--- src/rtl/pipeline_pkg.sv ---
// Shared constants for the 5-stage pipeline controller: forwarding selects,
// run-control state encoding and the hardwired zero register.
package pipeline_pkg;

    localparam logic [1:0] FWD_RF  = 2'b00;
    localparam logic [1:0] FWD_WB  = 2'b01;
    localparam logic [1:0] FWD_MEM = 2'b10;

    localparam logic [0:0] RUN    = 1'b0;
    localparam logic [0:0] HALTED = 1'b1;

    localparam logic [4:0] REG_ZERO = 5'd0;

    // $zero is never a real producer, so it never matches.
    function automatic logic reg_match(input logic [4:0] prod, input logic [4:0] cons);
        return (prod != REG_ZERO) && (prod == cons);
    endfunction

endpackage

--- src/rtl/forward_unit.sv ---
// EX-stage operand forwarding select generation; EX/MEM result beats MEM/WB result.
module forward_unit
    import pipeline_pkg::*;
(
    input  logic       en_i,
    input  logic [4:0] ex_rs_i,
    input  logic [4:0] ex_rt_i,
    input  logic [4:0] m_rd_i,
    input  logic       m_regwrite_i,
    input  logic [4:0] wb_rd_i,
    input  logic       wb_regwrite_i,
    output logic [1:0] fwd_a_o,
    output logic [1:0] fwd_b_o
);

    always_comb begin
        fwd_a_o = FWD_RF;
        fwd_b_o = FWD_RF;
        if (en_i) begin
            if (m_regwrite_i && reg_match(m_rd_i, ex_rs_i)) begin
                fwd_a_o = FWD_MEM;
            end else if (wb_regwrite_i && reg_match(wb_rd_i, ex_rs_i)) begin
                fwd_a_o = FWD_WB;
            end
            if (m_regwrite_i && reg_match(m_rd_i, ex_rt_i)) begin
                fwd_b_o = FWD_MEM;
            end else if (wb_regwrite_i && reg_match(wb_rd_i, ex_rt_i)) begin
                fwd_b_o = FWD_WB;
            end
        end
    end

endmodule

--- src/rtl/pipeline_hazard_ctrl.sv ---
// Central hazard/flush/forwarding controller for the 5-stage MIPS pipeline,
// with debug halt/single-step run control and stall/flush event counters.
module pipeline_hazard_ctrl
    import pipeline_pkg::*;
#(
    parameter bit FWD_EN    = 1'b1,
    parameter bit RF_BYPASS = 1'b0
) (
    input  logic        Clk,
    input  logic        Reset,
    input  logic [4:0]  ID_Rs,
    input  logic [4:0]  ID_Rt,
    input  logic        ID_UseRs,
    input  logic        ID_UseRt,
    input  logic [4:0]  EX_Rs,
    input  logic [4:0]  EX_Rt,
    input  logic [4:0]  EX_Rd,
    input  logic        EX_RegWrite,
    input  logic        EX_MemRead,
    input  logic [4:0]  M_Rd,
    input  logic        M_RegWrite,
    input  logic [4:0]  WB_Rd,
    input  logic        WB_RegWrite,
    input  logic        M_Redirect,
    input  logic        MemBusy,
    input  logic        DbgHalt,
    input  logic        DbgStep,
    output logic        PCWrite,
    output logic        IFID_Write,
    output logic        IFID_Flush,
    output logic        IDEX_Flush,
    output logic        EXMEM_Flush,
    output logic        PipeEn,
    output logic [1:0]  ForwardA,
    output logic [1:0]  ForwardB,
    output logic        Halted,
    output logic [31:0] StallCnt,
    output logic [31:0] FlushCnt
);

    logic [0:0]  state_q, state_d;
    logic [31:0] stall_cnt_q, flush_cnt_q;

    logic ex_hit, m_hit, wb_hit;
    logic load_use, raw_hazard, stall;
    logic frozen, active, do_redirect, do_stall;

    assign ex_hit = (ID_UseRs && reg_match(EX_Rd, ID_Rs)) || (ID_UseRt && reg_match(EX_Rd, ID_Rt));
    assign m_hit  = (ID_UseRs && reg_match(M_Rd, ID_Rs))  || (ID_UseRt && reg_match(M_Rd, ID_Rt));
    assign wb_hit = (ID_UseRs && reg_match(WB_Rd, ID_Rs)) || (ID_UseRt && reg_match(WB_Rd, ID_Rt));

    assign load_use   = EX_MemRead && ex_hit;
    assign raw_hazard = (EX_RegWrite && ex_hit) || (M_RegWrite && m_hit)
                      || (!RF_BYPASS && WB_RegWrite && wb_hit);
    assign stall      = FWD_EN ? load_use : raw_hazard;

    // A step pulse lets exactly one halted cycle behave like a normal cycle.
    assign frozen      = MemBusy || ((state_q == HALTED) && !DbgStep);
    assign active      = Reset && !frozen;
    assign do_redirect = active && M_Redirect;
    assign do_stall    = active && !M_Redirect && stall;

    assign PCWrite     = active && !do_stall;
    assign IFID_Write  = active && !do_stall;
    assign IFID_Flush  = do_redirect;
    assign IDEX_Flush  = do_redirect || do_stall;
    assign EXMEM_Flush = do_redirect;
    assign PipeEn      = active;
    assign Halted      = (state_q == HALTED);
    assign StallCnt    = stall_cnt_q;
    assign FlushCnt    = flush_cnt_q;

    forward_unit u_forward_unit (
        .en_i          (FWD_EN && Reset),
        .ex_rs_i       (EX_Rs),
        .ex_rt_i       (EX_Rt),
        .m_rd_i        (M_Rd),
        .m_regwrite_i  (M_RegWrite),
        .wb_rd_i       (WB_Rd),
        .wb_regwrite_i (WB_RegWrite),
        .fwd_a_o       (ForwardA),
        .fwd_b_o       (ForwardB)
    );

    always_comb begin
        state_d = state_q;
        if (!MemBusy) begin
            case (state_q)
                RUN:     if (DbgHalt)  state_d = HALTED;
                HALTED:  if (!DbgHalt) state_d = RUN;
                default: state_d = RUN;
            endcase
        end
    end

    always_ff @(posedge Clk or negedge Reset) begin
        if (!Reset) begin
            state_q     <= RUN;
            stall_cnt_q <= '0;
            flush_cnt_q <= '0;
        end else begin
            state_q <= state_d;
            if (do_stall)    stall_cnt_q <= stall_cnt_q + 32'd1;
            if (do_redirect) flush_cnt_q <= flush_cnt_q + 32'd1;
        end
    end

endmodule

--- config.mk ---
export PLATFORM = sky130hd
export DESIGN_NAME = pipeline_hazard_ctrl
export DESIGN_NICKNAME = d
export VERILOG_FILES = /design/src/rtl/pipeline_pkg.sv /design/src/rtl/forward_unit.sv /design/src/rtl/pipeline_hazard_ctrl.sv
export SDC_FILE = /design/constraint.sdc
export NUM_CORES = 1
export LEC_CHECK = 0
export CORE_MARGIN = 2
export CORE_UTILIZATION = 40
export CTS_BUF_LIST = sky130_fd_sc_hd__clkbuf_8
export DETAILED_ROUTE_END_ITERATION = 7
export HOLD_SLACK_MARGIN = 0.05
export PLACE_DENSITY = 0.83
export SYNTH_ARGS = -nofsm -noshare
export SYNTH_HDL_FRONTEND = slang
export SYNTH_SLANG_ARGS = --single-unit
--- constraint.sdc ---
create_clock -name Clk -period 3.49 [get_ports Clk]
set_clock_uncertainty 0.05 [all_clocks]
set_input_delay 0.349 -clock Clk [delete_from_list [all_inputs] [get_ports Clk]]
set_output_delay 0.349 -clock Clk [all_outputs]
set_load 0.01 [all_outputs]
Yosys cells after proc, flatten, opt, wreduce, memory -nomap -nowiden:

Cells that the tools add are included.

* input port bits: 47
* output and inout bits: 75
* register bits after elaboration: 65
* word-level logic and storage cells: 47

* equality and inequality tests: 6
* add/subtract/negate cells: 2
* reduce and logical (&&, ||, !) cells: 29
* muxes and demuxes: 7

Operators by type and width (number)
* 32-bit by 1-bit adder with 32-bit output, second input constant: 2
* 5-bit equality test: 6
* 1-bit logical AND: 19
* 5-bit nonzero test: 3
* 2-bit 2-to-1 mux: 4
* 1-bit logical NOT: 4
* 1-bit logical OR: 3
* 1-bit 2-to-1 mux: 3

Logic depth before layout (Yosys ltp):

Gate-level depths: netlist of the first run.

* depth after elaboration: 9
* gate-level depth with buffers: 7

Modules after synthesis:

Synthesis of the first run repeated with hierarchy kept, for this count alone.

* cells, all modules: 331
* area, all modules: 3477.1 um^2

By module, submodules not included
* pipeline_hazard_ctrl: times used 1, cells each 295, area an instance 3195.6 um^2
* forward_unit: times used 1, cells each 36, area an instance 281.5 um^2

Worst setup path after synthesis of the first run:

No wires, ideal clock.

* path type: input to output
* start point: input port MemBusy
* end point: output port PCWrite
* slack: 1.492 ns
* buffers on the path: 2
* data required time: 3.091 ns
* data arrival time: 1.599 ns
* stages: 7
* cells stage by stage: and2b_1 > and4b_1 > and2_1 > clkbuf_1 > nand2_1 > and2_1 > buf_4

* longest elaborated chain between the ends: 7

RTL lines
* start, declared: line pipeline_hazard_ctrl.sv:25 `input logic MemBusy,`
* 1-bit logical OR *: line pipeline_hazard_ctrl.sv:58 `assign frozen = MemBusy || ((state_q == HALTED) && !DbgStep);`
* 1-bit logical NOT *: line pipeline_hazard_ctrl.sv:59 `assign active = Reset && !frozen;`
* 1-bit logical AND *: line pipeline_hazard_ctrl.sv:59
* 1-bit logical AND (2 in a row): line pipeline_hazard_ctrl.sv:61 `assign do_stall = active && !M_Redirect && stall;`
* 1-bit logical NOT
* 1-bit logical AND *
* end, declared: line pipeline_hazard_ctrl.sv:28 `output logic PCWrite,`

Every way passes the cells marked *; elsewhere a longest branch is shown, timed or not.

Worst setup path in the final report of the first run:

* start point: input port M_Rd[0]
* end point: output port ForwardA[0]

* longest elaborated chain between the ends: 5
* elaborated cells on any way between the ends: 6
* classes of those cells: eq/ne: 1; mux: 2; reduce/logical: 3

RTL lines
* start, declared: line pipeline_hazard_ctrl.sv:20 `input logic [4:0] M_Rd,`
* 5-bit equality test / 5-bit nonzero test (equally long branches): line pipeline_pkg.sv:16 `return (prod != REG_ZERO) && (prod == cons);`
* 1-bit logical AND *: line pipeline_pkg.sv:16
* 1-bit logical AND *: line forward_unit.sv:20 `if (m_regwrite_i && reg_match(m_rd_i, ex_rs_i)) begin`
* 2-bit 2-to-1 mux *: line forward_unit.sv:20
* 2-bit 2-to-1 mux *: line forward_unit.sv:19 `if (en_i) begin`
* end, declared: line pipeline_hazard_ctrl.sv:34 `output logic [1:0] ForwardA,`

Marked as above.

==> results.tsv, run 1 <==
metric	value	unit
crit_slowest_cell	clkdlybuf4s50_1	
ys_warn_count	0	
hp-class	primary input to asynchronous set/reset pin	
end_kind	primary output	
rsz0062_at_grt	false	
post_cts.repair.setup_buffers	0	
antenna_found_initial	0	
synth_area_leaders	dfrtp_1 45%, xnor2_1 13%, xor2_1 8.8%	
status	finished, final reports clean	
path_clk_slew	0.07	ns
layout_setup_ws	0.420	ns
peakVddDrop	0.276	mV
setup_viol	0	
cts-hold-fix-buffers	0	
yosysSeqAreaShare	45.4	%
worst_pin_slew	0.722	ns
antenna_left	0	
startpoint	M_Rd[0]	
first_pass_iters	4	
drtIter0Drc	83	
cts-resized-gates	0	
die_area	9720	µm²
place_congestion	0.840	
ys.flop_type	dfrtp_1	
dp_slack	0.410	ns
fin_crit_sh	88.0	%
root_buffer	clkbuf_8	
max-slew-margin-rel	51.9	%
final.setup.tns	0	ns
fillCellCount	737	
nets	513	
numCtsBuffers	9	
regArea	1630	µm²
grt_max_degree	41	
vias_per_cell	5.17	
path_class	primary input to primary output	
ctsHtreeMaxLevel	3	
portBuffers	120	
startpoint_type	primary input	
cts_tree	done	
core_area	8720	µm²
period_needed	3.07	ns
required	3.09	ns
cap_violations	0	
grt_pass1_wl	15000	µm
syn_to_final_growth	42.5	%
yosysMostFrequentCell	dfrtp_1	
timing.rr.end	StallCnt[17]	
wl_per_cell	15.7	µm
hold_violations	0	
place_hpwl	7040	µm
r2r_cells	5	
grt_use_total	18.8	%
layout-drive-gt1-share	8.96	%
ys_ff_latch	65	
routed_wl	9050	µm
drv_slew	0	
cts.sinks	65	
initial_utilization	41.0	%
antenna_cells	0	
synth_largest_area_cell	dfrtp_1	
fp.dieH	98.6	µm
cpPeakStageDelay	0.59	ns
postSynthNetCount	386	
grt_pass1_vias	3073	
die_w	98.6	µm
power.leakage	2.16	nW
synthCells	337	
vias	2983	
cts_buffer_depth	2	
crit_chain	clkdlybuf4s50_1, or4_1, o21ai_0, nor4_1, nor4_1, clkdlybuf4s50_1	
powerDensity	341	nW/µm²
io_pins	122	
synth_edf_count	0	
worstSkewPairLatency	0.33	ns
ys_types	40	
fmax	326	MHz
syn_area	3580	µm²
multi_input_area	1900	µm²
cp_max_fo	3	
drc_errors	0	
num_rows	34	
worst-endpoint-arrival	2.67	ns
async_flop_share	100	%
grt_overflow	0	
postSynthAreaPerCell	10.6	µm²
reg2reg_setup_slack	1.41	ns
synthTopCellsByCount	65 x dfrtp_1, 52 x xnor2_1, 36 x xor2_1	
synth_top_area_share	45.4	%
timing.rr.start	StallCnt[2]	
## sequential cells by signal, indices dropped and copies added (netlist names)
register	count
StallCnt	32
Halted	1
FlushCnt	32
## final cells by class
cell class | instances | share of cell area (%)
clock buffer | 9 | 2.43
clock inverter | 7 | 1.69
inverter | 3 | 0.221
multi-input combinational | 262 | 37.2
sequential | 65 | 31.9
tap | 108 | 2.65
timing repair buffer | 123 | 23.9
## where the power goes
| group | total (W) | switching [W] | internal [W] |
|---|---|---|---|
| logic | 0.000244 | 0.000103 | 0.000141 |
| clock network | 0.000683 | 0.000287 | 0.000396 |
| registers | 0.000814 | 0.0000359 | 0.000778 |
| total | 0.00174 | 0.000426 | 0.00131 |
## cell families after synthesis
logic type	synth area share, %
xor gates and xnor gates	23.3
adders and majority gates	0.699
AOI/OAI and AO/OA	1.43
DFF	45.4
buffers and inverters	1.54
muxes	0.629
and+or+nand+nor	26.9
## critical path: cells and delay by family
family                 cells  cell delay [ns]
AOI/OAI and AO/OA          1             0.27
buffers and inverters      2             1.07
and+or+nand+nor            3             0.98
## per-layer routing
layer	wire length, µm	GRT usage (%)
met3	337	3.12
met1	4160	25.5
met5	0	0
met2	4380	30.6
met4	180	6.85
## metrics by stage
stage	hold WS [ns]	std cells	instance area (µm²)	power, W	utilization [%]
floorplan	0.00341	337	3580	0.000913	-
global placement	0.408	561	4890	0.00107	56.1
detailed placement	0.428	561	4890	0.00107	56.1
CTS	0.140	577	5100	0.00176	58.5
global route	0.154	577	5100	0.00182	58.5
finish	0.120	577	5100	0.00174	58.5
## placed cells by master (no fill, tap or decap), drive strengths merged, types with 7 or more instances in the layout
cell,Yosys,final
and2,7,7
and3,16,16
clkbuf,3,9
clkdlybuf4s50,0,119
dfrtp,65,65
nand2,33,33
nand3,22,22
nand4,30,30
nor2,14,14
nor3,7,7
nor4,16,16
xnor2,56,56
xor2,36,36
## how the worst max path moves through the flow
stage and to:
4_1_cts ForwardA[0], 3_5_place_dp ForwardA[0], 3_3_place_gp ForwardA[0], 5_1_grt ForwardA[0], 2_1_floorplan PCWrite, 6_report ForwardA[0]
No activity file was read; power rests on OpenSTA's default activity.
==> run 2: changes to the inputs <==
--- a/config.mk
+++ b/config.mk
@@ -11,6 +11,7 @@
 export DETAILED_ROUTE_END_ITERATION = 7
 export HOLD_SLACK_MARGIN = 0.05
 export PLACE_DENSITY = 0.83
+export REMOVE_ABC_BUFFERS = 1
 export SYNTH_ARGS = -nofsm -noshare
 export SYNTH_HDL_FRONTEND = slang
 export SYNTH_SLANG_ARGS = --single-unit
==> results.tsv, run 2 (synthesis results as in run 1) <==
metric	value	unit	change
r2r_cells	5		unchanged
final.setup.tns	0	ns	unchanged
wl_per_cell	16.0	µm	+1.8%
path_clk_slew	0.07	ns	about the same
end_kind	primary output		
numCtsBuffers	9		unchanged
cp.buffers_inverters	2		unchanged
status	finished, final reports clean		
hold_violations	0		unchanged
cts-resized-gates	0		unchanged
powerDensity	329	nW/µm²	-3.6%
die_area	9720	µm²	unchanged
p_switching	0.000414	W	-2.9%
rsz0062_at_grt	false		
p_int	0.00126	W	-4.3%
ctsHtreeMaxLevel	3		unchanged
switching_share	24.7	%	+0.26 points
grt_overflow	0		unchanged
crit_chain	clkdlybuf4s50_1, or4_1, o21ai_0, nor4_1, nor4_1, clkdlybuf4s50_1		
max-slew-margin-rel	45.6	%	-6.3 points
fillCellCount	718		-2.6%
power_frac_clock	36.6	%	-2.6 points
peakVddDrop	0.252	mV	-8.4%
startpoint_type	primary input		
timing.rr.start	StallCnt[2]		
p_seq_share	48.7	%	+2.0 points
layout_setup_ws	0.495	ns	+0.0756 ns
reg2reg_setup_slack	1.39	ns	-0.02 ns
core_area	8720	µm²	unchanged
layout_commonest_cell	clkdlybuf4s50_1		
cpPeakStageDelay	0.59	ns	about the same
drv_slew	0		unchanged
drc_errors	0		unchanged
whs	0.291	ns	+0.171 ns
layout-drive-gt1-share	8.53	%	-0.43 points
required	3.09	ns	about the same
setup_viol	0		unchanged
routed_wl	9220	µm	+1.8%
antenna_cells	0		unchanged
root_buffer	clkbuf_8		
cts.sinks	65		unchanged
initial_utilization	41.0	%	unchanged
num_rows	34		unchanged
cts_buffer_depth	2		unchanged
fin_cells	577		unchanged
path_depth	6		unchanged
grt_use_total	19.3	%	+0.46 points
post_cts.repair.setup_buffers	0		unchanged
antenna_left	0		unchanged
portBuffers	120		unchanged
vias_per_cell	5.31		+2.6%
crit_slowest_cell	clkdlybuf4s50_1		
fp.dieH	98.6	µm	unchanged
period_needed	2.99	ns	-0.0756 ns
final_cell_mix	119 x clkdlybuf4s50_1, 65 x dfrtp_1, 52 x xnor2_1		
place_congestion	0.832		-0.88%
cts-hold-fix-buffers	0		unchanged
cap_violations	0		unchanged
fmax	334	MHz	+2.5%
syn_to_final_growth	41.9	%	
nets	513		unchanged
multi_input_area	1900	µm²	unchanged
io_pins	122		unchanged
cp_max_fo	3		unchanged
final_util	58.2	%	-0.24 points
antenna_found_initial	0		unchanged
regArea	1630	µm²	unchanged
grt_pass1_vias	3121		+1.6%
combPwrFrac	14.6	%	+0.6 points
cts_tree	done		
fin_crit_sh	85.8	%	-2.2 points
worst_pin_slew	0.817	ns	+0.0949 ns
place_hpwl	7030	µm	about the same
power.leakage	2.16	nW	about the same
first_pass_iters	4		unchanged
grt_pass1_wl	15300	µm	+1.7%
worstSkewPairLatency	0.33	ns	about the same
critPathTopFamily	buffers and inverters		
hp-class	primary input to asynchronous set/reset pin		
vias	3062		+2.6%
dp_slack	0.481	ns	+0.0709 ns
grt_max_degree	66		+61%
drtIter0Drc	171		+110%
die_w	98.6	µm	unchanged
dpl.cell_count	561		unchanged
worst-endpoint-arrival	2.60	ns	-0.07 ns
path_class	primary input to primary output		
timing.rr.end	StallCnt[31]		
## run 2: changes by cell type in the layout (fill, tap and decap cells not counted), sizes merged
cell      delta
bufinv       -1
clkbuf       +1
clkinv       -1
clkinvlp     -1
inv          +2
## run 2: worst max path at each step
stage               startpoint     endpoint  slack, ns
global route           M_Rd[0]  ForwardA[0]       0.37
finish                 M_Rd[0]  ForwardB[0]       0.50
detailed placement     M_Rd[0]  ForwardB[0]       0.48
CTS                    M_Rd[0]  ForwardB[0]       0.48
global placement       M_Rd[0]  ForwardB[0]       0.51
floorplan              M_Rd[0]  ForwardA[0]       1.50
## run 2: through the flow
stage          area, µm²  power [W]
2_1_floorplan       3540   0.000911
3_3_place_gp        4890    0.00106
3_5_place_dp        4890    0.00107
4_1_cts             5080    0.00169
5_1_grt             5080    0.00175
6_report            5080    0.00167
## run 2: power groups by stage
stage	Combinational (W)	Clock [W]	Sequential (W)
final	0.000245	0.000612	0.000815
after global routing	0.000265	0.000665	0.000821
after CTS	0.000248	0.000626	0.000815
after detailed placement	0.000246	0	0.000828
after global placement	0.000239	0	0.000825
after floorplan	0.0000805	0	0.000831
## run 2: layout make-up
type                            count  area share, %
Clock inverter                      6           1.01
Sequential cell                    65           32.0
Timing Repair Buffer              123           24.0
Multi-Input combinational cell    262           37.4
Tap cell                          108           2.66
Clock buffer                       10           2.71
Inverter                            3          0.222
## run 2: metal layers
layer / vias up / global-route usage, % / wire, µm
met5: - / 0 / 0
met4: 0 / 5.69 / 93
met3: 10 / 3.55 / 520
met2: 102 / 32.2 / 4490
met1: 1505 / 25.7 / 4110
li1: 1445 / - / -
## run 2: worst reg2reg max path, delay by kind of cell (launching register included)
kind | cells | cell delay, ns
XOR/XNOR | 1 | 0.18
AND/OR/NAND/NOR | 3 | 0.81
flip-flops | 1 | 0.45
AO/OA/AOI/OAI | 1 | 0.54
==> variant (settings of run 1) <==
Change the parameter `FWD_EN` from 1'b1 to 1'b0.
--- a/src/rtl/pipeline_hazard_ctrl.sv
+++ b/src/rtl/pipeline_hazard_ctrl.sv
@@ -3,7 +3,7 @@
 module pipeline_hazard_ctrl
     import pipeline_pkg::*;
 #(
-    parameter bit FWD_EN    = 1'b1,
+    parameter bit FWD_EN    = 1'b0,
     parameter bit RF_BYPASS = 1'b0
 ) (
     input  logic        Clk,
Check against the original RTL: not equivalent (a bounded check fails within 4 cycles, from zero or initial values and one cycle with Reset low).
==> variant against run 1 <==
  * Clock power fell by 10%
  * Final cell count fell by 3.1%
  * Sequential power increased by 2%
  * Count of clock-buffer cells in the layout grew 1
  * Critical endpoint is now IDEX_Flush
  * Routed wire length decreased by 10%
  * Setup slack got worse by 91 ps
  * Power is 1.2% lower
  * Cell area fell by 5.2%
  * Synthesized area shrank 2.1%
  * Sequential cell count unchanged
  * Global-route usage decreased by 1.5 points
  * First-iteration DRC count shrank 8.4%
  * Combinational power up 14%
==> variant: results (changes against run 1) <==
[run_status]
outcome = finished, final reports clean

[logic_synthesis]
ys_types = 37  ; -7.5%
yosysSeqAreaShare = 0.464  ; +0.00973
synthCells = 336  ; -0.30%
synth_common_cells = 65 x dfrtp_1, 48 x xor2_1, 44 x xnor2_1
synth_warnings = 0  ; unchanged
synth_area_leaders = dfrtp_1 46%, xor2_1 12%, xnor2_1 11%

[grt]
met1_usage = 0.213  ; -0.0417
grt_use_met3 = 0.0417  ; +0.0105
grtUsageTotal = 0.173  ; -0.0150
grt_pass1_vias = 2868  ; -6.7%
grt_pass1_wl_um = 13400  ; -11%
grt_start_max_net_pins = 66  ; +61%

[route]
drt-initial-drc-count = 76  ; -8.4%
via_count = 2842  ; -4.7%
vias_per_cell = 5.08  ; -1.7%
wire_per_inst_um = 14.5  ; -7.3%

[min_path]
hold_class = input pin to async pin

[setup_path]
cpPeakStageDelay_ps = 540  ; -50 ps
cp_slowest_cell = or4_1
worst-r2r-setup-slack_ps = 1060  ; -350 ps

[placed_design]
portBuffers = 106  ; -12%
post-place-ws_ps = 343  ; -67.7 ps
place_area_um2 = 4650  ; -5.0%
dp_hpwl_um = 6200  ; -12%
dp.cells = 543  ; -3.2%
place_congestion = 0.868  ; +3.4%

[finish]
drive_above_1_share = 0.0710  ; -0.0186
nFillCells = 775  ; +5.2%
nets = 495  ; -3.5%

[clock_network]
cts_resized = 0  ; unchanged
cts_root_buf = clkbuf_8

[timing]
fin_crit_ps = 3160  ; +90.7 ps
tightestPinTransition_ps = 818  ; +96.8 ps

[power_and_ir_drop]
ir_drop_mv = 0.217  ; -21%
netSwitchingFraction = 0.257  ; +0.0121

-- variant: cell count changes after synthesis, sizes merged, moves of 5 or more --
cell / run 1 / this run
nand4: 30 / 12
xnor2: 56 / 44
xor2: 36 / 48
buf: 4 / 11
nor3: 7 / 14
nor4: 16 / 9
and3: 16 / 10
nor2: 14 / 20
inv: 2 / 7
-- variant: per-stage QoR --
| step | hold WS, ps | util |
|---|---|---|
| 4_1_cts | 274 | 0.563 |
| 6_report | 219 | 0.563 |
| 3_3_place_gp | 407 | 0.541 |
| 5_1_grt | 303 | 0.563 |
| 3_5_place_dp | 417 | 0.541 |
| 2_1_floorplan | 3.41 | - |
-- variant: power by group through the flow --
stage	logic (mW)	clock network, mW	registers (mW)
after floorplan	0.103	0	0.850
after global placement	0.276	0	0.839
after detailed placement	0.281	0	0.843
after CTS	0.282	0.629	0.830
after global routing	0.305	0.662	0.835
final	0.278	0.613	0.829
-- variant: layer usage --
layer	wire length [um]	vias to the layer above
met2	3920	101
li1	-	1350
met3	486	24
met5	0	-
met1	3450	1367
met4	277	0
-- variant: logic make-up after synthesis --
group                      Yosys count  share of synthesized area
and+or+nand+nor                    147                      0.242
xor gates and xnor gates            92                      0.230
DFF                                 65                      0.464
buffers and inverters               19                     0.0328
AOI/OAI and AO/OA                    7                     0.0132
muxes                                3                    0.00964
adders and majority gates            2                    0.00714
other                                1                    0.00107
-- variant: layout make-up --
class	count	share of cell area
Multi-Input combinational cell	255	0.367
Clock inverter	6	0.0106
Sequential cell	65	0.336
Timing Repair Buffer	108	0.224
Clock buffer	10	0.0285
Tap cell	108	0.0280
Inverter	7	0.00543
-- variant: final timing paths --
| kind | from | end | cells after the start |
|---|---|---|---|
| setup / recovery | WB_Rd[1] | IDEX_Flush | 8 |
| hold / removal | Reset | StallCnt[17] | 2 |
| setup reg to reg | FlushCnt[2] | FlushCnt[20] | 7 |
| hold reg to reg | FlushCnt[31] | FlushCnt[31] | 1 |
| max in group asynchronous | Reset | StallCnt[5] | 2 |
| min in group Clk | FlushCnt[31] | FlushCnt[31] | 1 |
-- variant: worst reg2reg max path, delay by kind of cell, from the launching register on --
kind | cells | cell delay [ps]
xor+xnor | 1 | 160
flops | 1 | 420
simple gates | 6 | 1740
